$ cat config.mk
export PLATFORM = sky130hd
export DESIGN_NAME = team_06_volume_shifter
export DESIGN_NICKNAME = d
export VERILOG_FILES = /design/src/rtl/team_06_volume_shifter.sv
export SDC_FILE = /design/constraint.sdc
export NUM_CORES = 1
export LEC_CHECK = 0
export BUFFER_PORTS_ARGS = -buffer_cell sky130_fd_sc_hd__buf_2
export CORE_MARGIN = 2
export CORE_UTILIZATION = 35
export CTS_CLUSTER_DIAMETER = 100
export DETAILED_ROUTE_END_ITERATION = 8
export HOLD_SLACK_MARGIN = 0.08
export PLACE_DENSITY = 0.52
export RECOVER_POWER = 25
export SYNTH_ARGS = -nofsm -noshare
export SYNTH_HDL_FRONTEND = slang
export SYNTH_SLANG_ARGS = --single-unit
$ cat constraint.sdc
create_clock -name clk -period 8.1 [get_ports clk]
set_input_delay 0.405 -clock clk [delete_from_list [all_inputs] [get_ports clk]]
set_output_delay 0.405 -clock clk [all_outputs]
set_load 0.01 [all_outputs]
$ cat src/rtl/team_06_volume_shifter.sv
// Registered digital volume control: scales an 8-bit sample by (volume+1)/16 or bypasses it.
// Optional build macro TEAM06_VOLUME_CENTERED_EN scales offset-binary samples about the midpoint instead of toward 0.
module team_06_volume_shifter #(
  parameter int AUDIO_W = 8,
  parameter int VOL_W   = 4
) (
  input  logic               clk,
  input  logic               rst,
  input  logic [AUDIO_W-1:0] audio_in,
  input  logic [VOL_W-1:0]   volume,
  input  logic               enable_volume,
  output logic [AUDIO_W-1:0] audio_out
);

  localparam int PROD_W = AUDIO_W + VOL_W + 1;
  localparam int MULT_W = VOL_W + 1;
  localparam logic [AUDIO_W-1:0] MIDPOINT = {1'b1, {(AUDIO_W-1){1'b0}}};

  logic [MULT_W-1:0]  mult_val;
  logic [PROD_W-1:0]  operand_ext;
  logic [PROD_W-1:0]  partial [MULT_W];
  logic [PROD_W-1:0]  product;
  logic [AUDIO_W-1:0] scaled;
  logic [AUDIO_W-1:0] audio_out_next;
  logic [AUDIO_W-1:0] audio_out_reg;
  logic               unused_bits;

  assign mult_val = {1'b0, volume} + MULT_W'(1);

`ifdef TEAM06_VOLUME_CENTERED_EN
  // Flipping the MSB turns offset-binary into two's complement (in - midpoint); sign-extend it.
  assign operand_ext = {{(PROD_W-AUDIO_W){~audio_in[AUDIO_W-1]}},
                        ~audio_in[AUDIO_W-1], audio_in[AUDIO_W-2:0]};
`else
  assign operand_ext = {{(PROD_W-AUDIO_W){1'b0}}, audio_in};
`endif

  generate
    for (genvar gi = 0; gi < MULT_W; gi++) begin : g_partial
      assign partial[gi] = mult_val[gi] ? (operand_ext << gi) : '0;
    end
  endgenerate

  always_comb begin
    product = '0;
    for (int i = 0; i < MULT_W; i++) begin
      product = product + partial[i];
    end
  end

  // Dropping the low VOL_W bits is a floor shift for both unsigned and two's-complement
  // products, and the gain never exceeds 1, so the next AUDIO_W bits hold the whole result.
`ifdef TEAM06_VOLUME_CENTERED_EN
  assign scaled = product[VOL_W +: AUDIO_W] + MIDPOINT;
`else
  assign scaled = product[VOL_W +: AUDIO_W];
`endif

  assign unused_bits = ^{product[VOL_W-1:0], product[PROD_W-1]};

  always_comb begin
    audio_out_next = audio_in;
    if (enable_volume) begin
      audio_out_next = scaled;
    end
  end

  always_ff @(posedge clk) begin
    if (rst) begin
      audio_out_reg <= '0;
    end else begin
      audio_out_reg <= audio_out_next;
    end
  end

  assign audio_out = audio_out_reg;

endmodule

==> key figures, run 1 <==
Die
  – Die height: 67.56 um
  – # IOs: 23
  – Die Area: 4564 um2
  – Die X-Extent: 67.56 um
  – Number of cell rows: 23
  – Initial Util: roughly 36%
  – Core area: a little under 4000 um2

Layout
  – Final instance area: 1603 um2
  – Total Nets Final: 233
  – Max reg flops: 8
  – ANT cells: 0
  – Area delta synth->final: 13.36%
  – Fraction of layout cells with a size suffix above 1: 12.02%

Run status
  – Outcome: finished, final reports clean

Drt
  – Vias post-DR: 1210
  – # DRC: 0
  – Per-cell routed wire length: 13.60 um
  – Drt pass-1 iters: 4
  – Vias per cell: just over 5
  – Iter 0 DRT Violations: 59
  – Post-DRT Antenna Nets: 0
  – WL final: 3169 um

Timing
  – Worst slew pin tran: 617.6 ps
  – Final min period: 4494 ps
  – Fmax: roughly 220 MHz
  – Final setup TNS: 0 ps
  – Max Slew Vio Count: 0
  – Final setup vio count: 0
  – Final Cycle Share: 55.49%
  – Relative slew slack: 58.69%
  – RSZ-0062 raised after global routing: false
  – Fin. Hold Viols: 0

Placement
  – Hpwl dp: 2626 um
  – Area post-placement: roughly 1600 um2
  – Port bufs: 22
  – Placer congestion estimate: 0.8261

Pwr
  – Clock power frac: a little under a fifth
  – P_sw: 0.1033 mW
  – Leakage: 0.7705 nW
  – PwrDens: 154.7 nW/um2
  – Int Pwr: 0.1445 mW
  – Switching share of power: a little over two fifths
  – Worst-case vdd ir drop: 0.00004710 V
  – Combinational Power Share: 61.9%
  – Sequential group share of total power: between 10% and 20%

CTS
  – Num CTS Buffers: 3
  – H-tree depth: 1
  – Clock-pin transition on the worst setup and hold timing paths: ~40 ps
  – CTS tree: yes
  – Cts repair resizes: 0
  – Post-CTS setup buffers: 0
  – Root Buffer: clkbuf_8
  – CTS Hold Bufs: 0
  – Clock sink total: 8
  – Clock Tree Buf Depth: 2

Worst setup path
  – Startpoint types: input port
  – Crit Path Max Fanout: 9
  – Crit path max-delay cell type: fa_1
  – Critical Path Sink Type: flip-flop
  – Critical path arrival: 4660 ps
  – Cells along the critical path: buf_2 > ha_1 > xor2_1 > and2_1 > fa_1 > fa_1 > inv_1 > fa_1 > inv_1 > ha_1 > a211oi_2 > o21ai_1 > a2111o_1 > a311oi_1 > or3_1
  – CP dominant cell by count: fa_1
  – Worst stage delay on the critical path: slightly below 600 ps
  – WP data required: 8270 ps
  – Crit path kind: input port to flip-flop

GRT
  – Grt ovf: 0
  – Largest net degree at the start of global routing: 12
  – Vias in the first global route: 1221
  – Total GRT Usage: around 16%
  – First-pass GRT wire length: 5492 um
  – Initial antenna violation count: 0

Synthesis
  – Sequential fraction of the synthesis area: 11.33%
  – Seq cells post-synth: 8
  – Distinct cells, synth: 37
  – Synth Instances: 162
  – Mapped Avg Cell Area: between 8 and 9 um2
  – Syn_nets: 210
  – Ys Warns: 0
  – Post-synthesis cell area: 1414 um2

Job
  – Max-cap violations: 0

Min path
  – Min-Delay Path Class: input port to flip-flop
==> layout make-up <==
cell class / instances / area [um2]
flip-flops and latches: 8 / 160.2
multi-input cells: 126 / 1144
clock buffers: 3 / 41.29
fillers: 411 / 2340
repair buffers: 22 / 105.1
well taps: 50 / 62.56
inverters: 24 / 90.09
==> cell usage after synthesis <==
cell type      count  area [um2]
a2111o_1           1       11.26
a211oi_1           2       15.01
a211oi_2           1       12.51
a21boi_0           1       7.510
a21o_1             1       7.510
a21oi_1            4       20.02
a311oi_1           1       8.760
a31oi_1            2       12.51
and2_1            17       106.4
and3_1             1       6.260
clkbuf_1           3       11.26
dfxtp_1            8       160.2
dlygate4sd1_1      1       8.760
fa_1              19       380.4
ha_1              14       175.2
inv_1             24       90.09
mux2i_1            2       20.02
nand2_1            7       26.28
nand2b_1           8       50.05
nand3_1            3       15.01
nand4_1            1       6.260
nand4b_1           1       8.760
nor2_1             6       22.52
nor2b_1            8       50.05
nor3_1             3       15.01
nor3b_1            1       7.510
nor4_1             2       12.51
nor4b_1            1       8.760
nor4bb_1           1       10.01
o211ai_1           2       15.01
o21a_1             3       22.52
o21ai_0            4       20.02
o21ai_1            1       5.000
o31ai_1            2       15.01
or3_1              1       6.260
xnor2_1            2       17.52
xor2_1             3       26.28
==> power groups by stage <==
| stage | clock network, mW | logic, mW | registers (mW) |
|---|---|---|---|
| floorplan | 0 | 0.112 | 0.0531 |
| global placement | 0 | 0.153 | 0.0487 |
| detailed placement | 0 | 0.154 | 0.0490 |
| CTS | 0.0478 | 0.156 | 0.0484 |
| global route | 0.0507 | 0.178 | 0.0492 |
| finish | 0.0461 | 0.153 | 0.0483 |
==> layer usage <==
metal | track usage, % | vias to the layer above | routed length, um
met5 | 0 | - | 0
met4 | 0 | 0 | 0
li1 | - | 579 | -
met1 | 21.96 | 602 | 1407
met3 | 3.833 | 0 | 156
met2 | 27.45 | 29 | 1605
==> final timing paths <==
| check | start | endpoint | slack [ps] | cells after the start |
|---|---|---|---|---|
| setup / recovery | volume[0] | audio_out[7]$_SDFF_PP0_ | 3610 | 15 |
| hold / removal | rst | audio_out[2]$_SDFF_PP0_ | 500 | 2 |
==> critical path, delay by kind of cell <==
kind            cells  cell delay, ps
fa+ha+maj           5            2130
compound gates      4            1040
xor+xnor            1             450
simple gates        2             360
buf+inv             3             270
==> cell usage in the layout (no fill, tap or decap), types with 2 or more instances in the layout <==
| cell type | synthesis | routed |
|---|---|---|
| inv_1 | 24 | 24 |
| fa_1 | 19 | 19 |
| buf_2 | 0 | 18 |
| and2_1 | 17 | 17 |
| ha_1 | 14 | 14 |
| nor2b_1 | 8 | 8 |
| nand2b_1 | 8 | 8 |
| dfxtp_1 | 8 | 8 |
| nand2_1 | 7 | 7 |
| nor2_1 | 6 | 6 |
| o21ai_0 | 4 | 4 |
| a21oi_1 | 4 | 4 |
| clkbuf_1 | 3 | 4 |
| xor2_1 | 3 | 3 |
| nand3_1 | 3 | 3 |
| nor3_1 | 3 | 3 |
| o21a_1 | 3 | 3 |
| clkbuf_8 | 0 | 3 |
| nor4_1 | 2 | 2 |
| a211oi_1 | 2 | 2 |
| mux2i_1 | 2 | 2 |
| o211ai_1 | 2 | 2 |
| a31oi_1 | 2 | 2 |
| o31ai_1 | 2 | 2 |
| xnor2_1 | 2 | 2 |
==> cell families (layout without fill, tap and decap cells) <==
family / Yosys count / in the layout / synth area share, %
and+or+nand+nor: 61 / 61 / 24.87
adders and majority gates: 33 / 33 / 39.29
buffers and inverters: 28 / 49 / 7.788
AOI/OAI and AO/OA: 25 / 25 / 12.21
DFF: 8 / 8 / 11.33
xor gates and xnor gates: 5 / 5 / 3.098
muxes: 2 / 2 / 1.416
==> metrics by stage <==
stage,setup slack (ps),hold WS [ps],power (mW),std cells,utilization (%)
2_1_floorplan,3908,537.4,0.1648,162,-
3_3_place_gp,3472,721.3,0.2022,230,39.73
3_5_place_dp,3399,721.1,0.2030,230,39.73
4_1_cts,3617,488.1,0.2520,233,40.78
5_1_grt,3297,516.4,0.2781,233,40.65
6_report,3606,495.3,0.2479,233,40.65
(Power assumes the default switching activity.)
==> inputs of run 2 (changes only) <==
--- a/config.mk
+++ b/config.mk
@@ -11,7 +11,7 @@
 export CTS_CLUSTER_DIAMETER = 100
 export DETAILED_ROUTE_END_ITERATION = 8
 export HOLD_SLACK_MARGIN = 0.08
-export PLACE_DENSITY = 0.52
+export PLACE_DENSITY = 0.54
 export RECOVER_POWER = 25
 export SYNTH_ARGS = -nofsm -noshare
 export SYNTH_HDL_FRONTEND = slang
==> constraint.sdc (replaced) <==
create_clock -name clk -period 3.6 [get_ports clk]
set_input_delay 0.18 -clock clk [delete_from_list [all_inputs] [get_ports clk]]
set_output_delay 0.18 -clock clk [all_outputs]
set_load 0.01 [all_outputs]
==> key figures, run 2 (synthesis results as in run 1) <==
Worst setup path
  – Cells along the critical path: buf_6 > ha_4 > xor2_4 > and2_1 > fa_1 > fa_1 > inv_1 > fa_1 > inv_1 > ha_4 > a211oi_4 > o21ai_2 > a2111o_1 > a311oi_2 > or3_1
  – Crit Path Max Fanout: 7
  – Worst stage delay on the critical path: 520 ps
  – Crit path max-delay cell type: fa_1
  – Critical Path Sink Type: flip-flop
  – Startpoint types: input port
  – Crit path kind: input port to flip-flop
  – Critical path arrival: between 3000 and 4000 ps
  – WP buf/inv: 3
  – WP data required: 3770 ps
  – CP dominant cell by count: fa_1
  – Top delay family on crit path: adder cells
  – WP depth: 15

Layout
  – Area delta synth->final: 36.02%
  – Most common cell after layout, fill and taps aside: inv_1
  – Fraction of layout cells with a size suffix above 1: 33.33%
  – ANT cells: 0
  – Most frequent cells in the layout: 21 x inv_1, 17 x buf_2, 17 x buf_4
  – Total Nets Final: 251
  – Max reg flops: 8
  – Fill cell count: 386
  – Final Non-Filler Cells: 251
  – Final instance area: a little under 2000 um2

GRT
  – Grt ovf: 0
  – Largest net degree at the start of global routing: 12
  – Vias in the first global route: between 1000 and 1500
  – First-pass GRT wire length: between 5000 and 6000 um
  – Initial antenna violation count: 0
  – Total GRT Usage: 17.07%

Die
  – Die X-Extent: 67.56 um
  – # IOs: 23
  – Die Area: 4564 um2
  – Initial Util: 35.86%
  – Core area: between 3000 and 4000 um2
  – Die height: 67.56 um
  – Number of cell rows: 23

Timing
  – Worst slew pin tran: ~430 ps
  – Final Cycle Share: 99.39%
  – Final setup vio count: 0
  – Final min period: 3578 ps
  – Post-route setup slack: 22.13 ps
  – Final hold slack: 260.1 ps
  – RSZ-0062 raised after global routing: true
  – Fin. Hold Viols: 0
  – Max Slew Vio Count: 0
  – Fmax: 279.5 MHz
  – Relative slew slack: 70.96%

Pwr
  – PwrDens: 374.7 nW/um2
  – Leakage: 0.8852 nW
  – Worst-case vdd ir drop: 0.0001379 V
  – Final Power: 0.7205 mW

Placement
  – Area post-placement: 1792 um2
  – Port bufs: 22
  – Placed cells: 247
  – Hpwl dp: around 2800 um
  – Placer congestion estimate: slightly above 0.8
  – DP Worst Slack: -403.7 ps

CTS
  – Num CTS Buffers: 3
  – Root Buffer: clkbuf_8
  – H-tree depth: 1
  – Clock Tree Buf Depth: 2
  – Clock sink total: 8
  – CTS Hold Bufs: 0
  – Clock-pin transition on the worst setup and hold timing paths: 40 ps
  – CTS tree: yes

Min path
  – Min-Delay Path Class: input port to flip-flop
  – Worst min-delay path startpoint: enable_volume
  – Min-Delay Path Depth: 2
  – Hold path endpoint: audio_out[1]$_SDFF_PP0_

Drt
  – Vias per cell: 4.996
  – Per-cell routed wire length: between 10 and 15 um
  – WL final: between 3000 and 4000 um
  – Drt pass-1 iters: 4
  – Iter 0 DRT Violations: 32
  – Post-DRT Antenna Nets: 0
  – Vias post-DR: 1254
  – # DRC: 0

Job
  – Max-cap violations: 0

Run status
  – Outcome: finished, final reports clean
run 2: repair_timing:
action / 4_1_cts / 5_1_grt
gates resized for setup: 6 / 12
setup buffers: 1 / 0
setup endpoints to repair: 3 / 4
pin swaps: 4 / 9
run 2: area by class of cell:
cell class	count	area, um2	area share [%]
Multi-Input combinational cell	126	1311	68.19
Timing Repair Buffer	40	257.7	13.40
Sequential cell	8	160.2	8.328
Inverter	24	90.09	4.684
Tap cell	50	62.56	3.253
Clock buffer	3	41.29	2.147
run 2: how the worst max path moves through the flow:
| stage | slack (ps) | start | end |
|---|---|---|---|
| finish | 20 | volume[0] | audio_out[7]$_SDFF_PP0_ |
| global route | -140 | volume[2] | audio_out[7]$_SDFF_PP0_ |
| CTS | -20 | volume[0] | audio_out[7]$_SDFF_PP0_ |
| detailed placement | -400 | volume[0] | audio_out[7]$_SDFF_PP0_ |
| global placement | -350 | volume[0] | audio_out[7]$_SDFF_PP0_ |
| floorplan | -30 | volume[0] | audio_out[4]$_SDFF_PP0_ |
run 2: stage by stage:
stage	setup TNS, ps	utilization, %
after floorplan	-73.61	-
after global placement	-941.0	45.45
after detailed placement	-1341	45.45
after CTS	-24.46	47.57
after global routing	-390.9	48.78
final	0	48.78
run 2: metal layers:
| layer | vias to the layer above | track usage, % | share of wire (%) | wire, um |
|---|---|---|---|---|
| met1 | 607 | 20.62 | 44 | 1479 |
| met2 | 27 | 30.88 | 51 | 1737 |
| li1 | 616 | - | - | - |
| met3 | 4 | 3.000 | 3.5 | 119 |
| met4 | 0 | 4.592 | 1.4 | 46 |
| met5 | - | 0 | 0 | 0 |
run 2: report_power, final:
part	switching (mW)	internal, mW	leakage (nW)
Sequential	0.00320	0.105	0.0665
Clock	0.0338	0.0723	0.0216
Combinational	0.249	0.257	0.797
==> inputs of run 3 (changes only) <==
--- a/config.mk
+++ b/config.mk
@@ -7,11 +7,11 @@
 export LEC_CHECK = 0
 export BUFFER_PORTS_ARGS = -buffer_cell sky130_fd_sc_hd__buf_2
 export CORE_MARGIN = 2
-export CORE_UTILIZATION = 35
+export CORE_UTILIZATION = 51
 export CTS_CLUSTER_DIAMETER = 100
 export DETAILED_ROUTE_END_ITERATION = 8
 export HOLD_SLACK_MARGIN = 0.08
-export PLACE_DENSITY = 0.54
+export PLACE_DENSITY = 0.74
 export RECOVER_POWER = 25
 export SYNTH_ARGS = -nofsm -noshare
 export SYNTH_HDL_FRONTEND = slang
==> key figures, run 3 (synthesis results as in run 1) <==
Drt
  – WL final: 3577 um
  – Vias per cell: 5.504
  – # DRC: 0
  – Vias post-DR: 1277
  – Per-cell routed wire length: 15.42 um
  – Drt pass-1 iters: 4
  – Iter 0 DRT Violations: 33
  – Post-DRT Antenna Nets: 0

Pwr
  – P_sw: 0.2973 mW
  – Switching share of power: 42.36%
  – Int Pwr: ~0.40 mW
  – Final Power: 0.7017 mW
  – PwrDens: 367.0 nW/um2
  – Sequential group share of total power: 15.5%
  – Leakage: roughly 0.89 nW
  – Combinational Power Share: between 70 and 80%
  – Clock power frac: 9.9%
  – Worst-case vdd ir drop: 0.0003189 V

Placement
  – Placer congestion estimate: just under 0.8
  – Hpwl dp: 2850 um
  – Area post-placement: 1768 um2
  – Port bufs: 22
  – DP Worst Slack: -388.6 ps

Layout
  – Post-layout utilization of the core: 71.17%
  – Max reg flops: 8
  – Most frequent cells in the layout: 20 x inv_1, 17 x buf_2, 17 x buf_4
  – Final instance area: roughly 1900 um2
  – ANT cells: 0
  – Area delta synth->final: 35.22%
  – Fraction of layout cells with a size suffix above 1: between 30% and 40%
  – Most common cell after layout, fill and taps aside: inv_1
  – Total Nets Final: roughly 250
  – Multi-input logic area: 1336 um2
  – Register area: about 160 um2
  – Fill cell count: 214

CTS
  – Clock sink total: 8
  – CTS tree: yes
  – H-tree depth: 1
  – Root Buffer: clkbuf_4
  – Num CTS Buffers: 3
  – Clock-pin transition on the worst setup and hold timing paths: ~60 ps
  – CTS Hold Bufs: 0
  – Clock Tree Buf Depth: 2

Worst setup path
  – CP dominant cell by count: fa_1
  – Worst stage delay on the critical path: 530 ps
  – Startpoint types: input port
  – Cells along the critical path: buf_8 > ha_4 > xor2_4 > and2_4 > fa_1 > fa_1 > inv_2 > fa_1 > inv_2 > ha_4 > a211oi_4 > o21ai_2 > a2111o_1 > a311oi_1 > or3_1
  – Crit path max-delay cell type: fa_1
  – WP data required: roughly 3800 ps
  – Critical Path Sink Type: flip-flop
  – Critical path arrival: 3800 ps
  – Crit Path Max Fanout: 7
  – Crit path kind: input port to flip-flop

GRT
  – Grt ovf: 0
  – Total GRT Usage: between 20% and 30%
  – Largest net degree at the start of global routing: 12
  – Vias in the first global route: 1402
  – Initial antenna violation count: 0
  – First-pass GRT wire length: 5940 um

Timing
  – Worst slew pin tran: 407.4 ps
  – Post-route setup slack: -0.1759 ps
  – Final hold slack: roughly 240 ps
  – Final min period: around 3600 ps
  – Relative slew slack: just over 70%
  – Final setup vio count: 1
  – Max Slew Vio Count: 0
  – Final Cycle Share: 100.0%
  – Fin. Hold Viols: 0
  – Fmax: between 200 and 300 MHz
  – RSZ-0062 raised after global routing: true

Min path
  – Min-Delay Path Class: input port to flip-flop
  – Min-Delay Path Depth: 2

Die
  – # IOs: 23
  – Core area: 2686 um2
  – Initial Util: 52.63%
  – Number of cell rows: 19
  – Die height: around 57 um
  – Die X-Extent: about 57 um
  – Die Area: 3209 um2

Job
  – Max-cap violations: 0

Run status
  – Outcome: finished with violations
  – Violated checks: negative setup slack
==> run 3: changes by cell type in the layout (fill, tap and decap cells not counted), moves of 2 or more <==
cell	previous run	this run
clkbuf_4	0	3
clkbuf_8	3	0
nor2b_1	7	5
nor2b_2	0	2
==> run 3: per-stage QoR <==
step           std cells  TNS [ps]
2_1_floorplan        162    -73.61
5_1_grt              232    -258.6
3_5_place_dp         228     -1378
6_report             232   -0.1759
3_3_place_gp         228    -823.5
4_1_cts              232    -25.21
==> run 3: critical path: cells and delay by family <==
kind / cells / cell delay (ps)
xor+xnor: 1 / 180
buf+inv: 3 / 200
fa+ha+maj: 5 / 1930
compound gates: 4 / 1000
simple gates: 2 / 310
==> run 3: path summary, 6_finish.rpt <==
kind / start / to / slack, ps
worst min-delay path: enable_volume / audio_out[1]$_SDFF_PP0_ / 240
worst max-delay path: volume[0] / audio_out[7]$_SDFF_PP0_ / -0.2
==> run 3: cell type report <==
cell class / instances / share of cell area [%]
Inverter: 24 / 4.843
Timing Repair Buffer: 40 / 13.68
Clock buffer: 3 / 1.178
Sequential cell: 8 / 8.377
Tap cell: 31 / 2.029
Multi-Input combinational cell: 126 / 69.90
==> run 3: metal layers <==
metal / vias to the layer above / GRT usage (%) / share of wire, %
met5: - / 0 / 0
met2: 39 / 44.85 / 53
met1: 613 / 26.99 / 39
met3: 12 / 4.378 / 5.4
li1: 613 / - / -
met4: 0 / 7.143 / 2.7
==> run 3: timing repair <==
item / in CTS / in global routing
pin swaps: 3 / 12
setup buffers: 1 / 0
setup endpoints to repair: 3 / 5
gates resized for setup: 5 / 22
endpoints found under the hold margin: 0 / 0
==> run 3: power by group through the flow <==
stage | logic [mW] | clock network (mW) | registers (mW)
floorplan | 0.307 | 0 | 0.119
global placement | 0.447 | 0 | 0.109
detailed placement | 0.470 | 0 | 0.110
CTS | 0.493 | 0.0706 | 0.109
global route | 0.579 | 0.0744 | 0.110
finish | 0.523 | 0.0697 | 0.109
